`src/rtl/spw_tx_credit.sv`:
```
// rtl/spw_tx_credit.sv - SpaceWire transmit credit counter and N-Char request FSM.
// Optional starvation timer built only when SPW_TX_CREDIT_TIMEOUT_EN is defined.
module spw_tx_credit #(
    parameter int          CREDIT_MAX     = 56,
    parameter int          FCT_INC        = 8,
    parameter logic [15:0] TIMEOUT_CYCLES = 16'd6400
) (
    input  logic       CLOCK,
    input  logic       RESETn,
    input  logic       enableTx,
    input  logic       gotFct,
    input  logic       ncharValid,
    output logic       ncharReq,
    input  logic       ncharAck,
    output logic [6:0] credit,
    output logic       creditErr,
    output logic       creditTimeout
);
    typedef enum logic [1:0] {
        TX_IDLE = 2'd0,
        TX_REQ  = 2'd1,
        TX_SENT = 2'd2
    } state_t;

    localparam logic [7:0] INC_W = 8'(FCT_INC);
    localparam logic [7:0] MAX_W = 8'(CREDIT_MAX);

    state_t     state_q, state_d;
    logic       enableTx_d;
    logic       fall;
    logic [6:0] credit_q, credit_d;
    logic       err_q, err_d;
    logic       fct_ok, ack_ok;

    assign fall = !enableTx && enableTx_d;

    // An FCT is only honoured if it cannot push credit past CREDIT_MAX.
    assign fct_ok = gotFct && (({1'b0, credit_q} + INC_W) <= MAX_W);
    assign ack_ok = ncharAck && (credit_q != 7'd0) && (state_q == TX_REQ);

    always_comb begin
        state_d  = state_q;
        credit_d = credit_q;
        err_d    = err_q;

        case (state_q)
            TX_IDLE: if (enableTx && ncharValid && (credit_q != 7'd0)) state_d = TX_REQ;
            TX_REQ:  if (ncharAck) state_d = TX_SENT;
            TX_SENT: state_d = TX_IDLE;
            default: state_d = TX_IDLE;
        endcase

        if ((gotFct && !fct_ok) || (ncharAck && !ack_ok)) err_d = 1'b1;

        credit_d = credit_q + (fct_ok ? INC_W[6:0] : 7'd0) - (ack_ok ? 7'd1 : 7'd0);

        // Leaving Run wipes the credit bookkeeping and ignores same-cycle events.
        if (fall) begin
            state_d  = TX_IDLE;
            credit_d = 7'd0;
            err_d    = 1'b0;
        end
    end

    always_ff @(posedge CLOCK or negedge RESETn) begin
        if (!RESETn) begin
            state_q    <= TX_IDLE;
            credit_q   <= 7'd0;
            err_q      <= 1'b0;
            enableTx_d <= 1'b0;
        end else begin
            state_q    <= state_d;
            credit_q   <= credit_d;
            err_q      <= err_d;
            enableTx_d <= enableTx;
        end
    end

    assign ncharReq  = (state_q == TX_REQ);
    assign credit    = credit_q;
    assign creditErr = err_q;

`ifdef SPW_TX_CREDIT_TIMEOUT_EN
    logic        starve;
    logic [15:0] tmo_cnt_q, tmo_cnt_d;
    logic        tmo_q, tmo_d;

    assign starve = enableTx && ncharValid && (credit_q == 7'd0);

    always_comb begin
        tmo_cnt_d = 16'd0;
        tmo_d     = 1'b0;
        if (starve) begin
            if (tmo_cnt_q == (TIMEOUT_CYCLES - 16'd1)) begin
                tmo_d = 1'b1;
            end else begin
                tmo_cnt_d = tmo_cnt_q + 16'd1;
            end
        end
    end

    always_ff @(posedge CLOCK or negedge RESETn) begin
        if (!RESETn) begin
            tmo_cnt_q <= 16'd0;
            tmo_q     <= 1'b0;
        end else begin
            tmo_cnt_q <= tmo_cnt_d;
            tmo_q     <= tmo_d;
        end
    end

    assign creditTimeout = tmo_q;
`else
    logic unused_tmo;
    assign unused_tmo    = |TIMEOUT_CYCLES;
    assign creditTimeout = 1'b0;
`endif

endmodule
```
`config.mk`:
```
export PLATFORM = sky130hd
export DESIGN_NAME = spw_tx_credit
export DESIGN_NICKNAME = d
export VERILOG_FILES = /design/src/rtl/spw_tx_credit.sv
export SDC_FILE = /design/constraint.sdc
export NUM_CORES = 1
export LEC_CHECK = 0
export ABC_AREA = 0
export CORE_AREA = 2 2 53 55
export CTS_CLUSTER_SIZE = 40
export DETAILED_ROUTE_END_ITERATION = 7
export DIE_AREA = 0 0 55 57
export SYNTH_ARGS = -nofsm -noshare
export SYNTH_HDL_FRONTEND = slang
export SYNTH_SLANG_ARGS = --single-unit
```
`constraint.sdc`:
```
create_clock -name CLOCK -period 2.86 [get_ports CLOCK]
set_input_delay 0.286 -clock CLOCK [delete_from_list [all_inputs] [get_ports CLOCK]]
set_output_delay 0.286 -clock CLOCK [all_outputs]
set_load 0.05 [all_outputs]
```
==> flow_summary.toml <==
[job]
max_cap_violations = 0

[worst_setup_path]
path_buf_inv = 1
path_class = "reg -> reg"
critPathRequiredTime_ns = 3.06
end_kind = "flop"
cpMaxStageDelayCell = "or4_4"
crit_fanout = 4
crit_chain = "or4_4 > a41oi_4 > nand2_1 > ha_1 > inv_1 > ha_4 > nor2b_2 > o21a_1 > or3_1 > a21oi_1"
max_stage_delay_ns = 0.58
worstPathArrival_ns = 2.92
start_kind = "flop"
path_delay_family = "simple AND/OR/NAND/NOR gates"

[final_layout]
nets = 128
area_delta_synth_final_pct = 39.08
final_cells = 140
antennaDiodeCount = 0
fillers = 277
drive_gt1_share_pct = 28.44

[detailed_routing]
drcViolationCount = 0
routed_wl_mm = 1.835
vias_per_cell = 4.764
antenna_left = 0
num_vias = 667
drt_iter0_markers = 8
dr.pass1.iters = 4
wl_per_cell_um = 13.11

[clocking]
clk_path_buf_depth = 2
htree_levels = 1
ctsHoldBuffers = 0
tritoncts = "yes"
cts_buffers = 3
clkTransAtPathRegs_ns = 0.08
cts_root_buf = "clkbuf_4"
clock-sinks = 11
insertion_delay_ns = 0.27

[yosys]
syn_area_um2 = 813.3
synth_cell_types = 33
yosysTopAreaCell = "dfrtp_1"
synthCells = 84
synth_common_cells = "13 x inv_1, 11 x dfrtp_1, 11 x ha_1, 7 x nor2b_1, 5 x nand2_1"
postSynthAreaPerCell_um2 = 9.682
ys.flop_type = "dfrtp_1"
yosysMostFrequentCell = "inv_1"
async_reset_ff_share_pct = 100.0
synth-edff-count = 0
synth_nets = 102
yosys_warnings = 0
synth.area.top_cells = "dfrtp_1 34%, ha_1 17%, inv_1 6.0%, nor2b_1 5.4%, o311ai_4 3.2%"
ys_seq_area_share_pct = 33.85
synth_top_area_share_pct = 33.85
ys_seq_elements = 11

[global_routing]
grt_pass1_wl_mm = 2.946
grt_pass1_vias = 650
grt_antenna_before_repair = 0
grt_usage_pct = 13.03
grt_max_degree = 16
grt.overflow.total = 0

[sta]
worst-slew-pin-transition_ns = 0.5359
fin_skew_ns = 0.001475
drv_slew = 0
fin_crit_sh_pct = 95.19
setup_violations = 0
hold_viol = 0
clock.fmax_mhz = 367.3
relSlewSlack_pct = 64.16
fin_crit_ns = 2.722

[floorplanning]
die-area_um2 = 3135
die_w_um = 55
die_h_um = 57
num_rows = 19
start_util_pct = 31.10
pin_count = 16
core-area_um2 = 2615

[min_path]
hp-class = "in -> async"

[place]
dp_cells = 129
dpl.hpwl_mm = 1.372
place_congestion = 0.7255
io_buffers = 14

[run_status]
status = "finished, final reports clean"
-- cell type report --
cell class	instances	area, um^2	share of cell area [%]
timing repair buffer	23	207.7	18.36
inverter	13	48.80	4.314
sequential	11	281.5	24.89
multi-input combinational	58	528.0	46.68
clock buffer	4	26.28	2.323
tap	31	38.79	3.429
-- cell usage in the layout (no fill, tap or decap), drive strengths merged, types with 2 or more instances in the layout --
master and count:
a211oi 2, a21oi 4, buf 9, clkbuf 4
clkdlybuf4s50 14, dfrtp 11, ha 11, inv 13
nand2 5, nand2b 2, nor2 3, nor2b 7
nor3 2, nor4 2, o21ai 3
-- sequential cells by signal (all words and copies together) (netlist names) --
register    flops
creditErr       1
enableTx_d      1
state_q         2
credit          7
-- per-layer routing --
metal  wire length (um)  vias to the layer above  part of all wire (%)  GRT usage (%)
met2                924                       17                    50          20.24
met1                820                      313                    45          17.13
met4                 29                        0                   1.6          6.272
li1                   -                      333                     -              -
met5                  0                        -                     0              0
met3                 61                        4                   3.3          2.356
-- cell families (layout without fill, tap and decap cells) --
group	count (synthesis)	in the layout	share of synthesized area, %
other	1	1	0.4611
and+or+nand+nor	27	27	19.08
muxes	1	1	1.231
buffers and inverters	15	40	7.539
adders and majority gates	12	12	19.38
AOI/OAI and AO/OA	16	16	17.39
DFF	11	11	33.85
xor gates and xnor gates	1	1	1.077
-- stage by stage --
stage / utilization (%) / instance area [um^2] / hold WS [ns] / TNS, ns / worst slack, ns
CTS: 39.14 / 1023 / 0.3848 / 0 / 0.06006
global placement: 38.13 / 997.2 / 0.4325 / 0 / 0.1439
finish: 43.25 / 1131 / 0.3624 / 0 / 0.1375
detailed placement: 38.13 / 997.2 / 0.4337 / 0 / 0.07209
global route: 43.25 / 1131 / 0.3880 / -0.01515 / -0.01515
floorplan: - / 815.8 / -0.009591 / 0 / 0.0005012
-- timing repair --
item	4_1_cts	5_1_grt
hold endpoints to repair	0	0
setup endpoints to repair	0	1
gates resized for setup	0	14
setup buffers	0	7
-- worst paths after layout --
path	startpoint	cells past startpoint	slack (ns)	endpoint
min	RESETn	1	0.36	credit[0]
max reg2reg	credit[2]	10	0.14	credit[5]
min reg2reg	state_q[1]	1	0.44	state_q[0]
max	credit[2]	10	0.14	credit[5]
min in group CLOCK	state_q[1]	1	0.44	state_q[0]
max in group asynchronous	RESETn	1	2.11	credit[4]
Power is not shown: default switching activity piles up to over one toggle a cycle in this logic, so the estimate is an artifact.
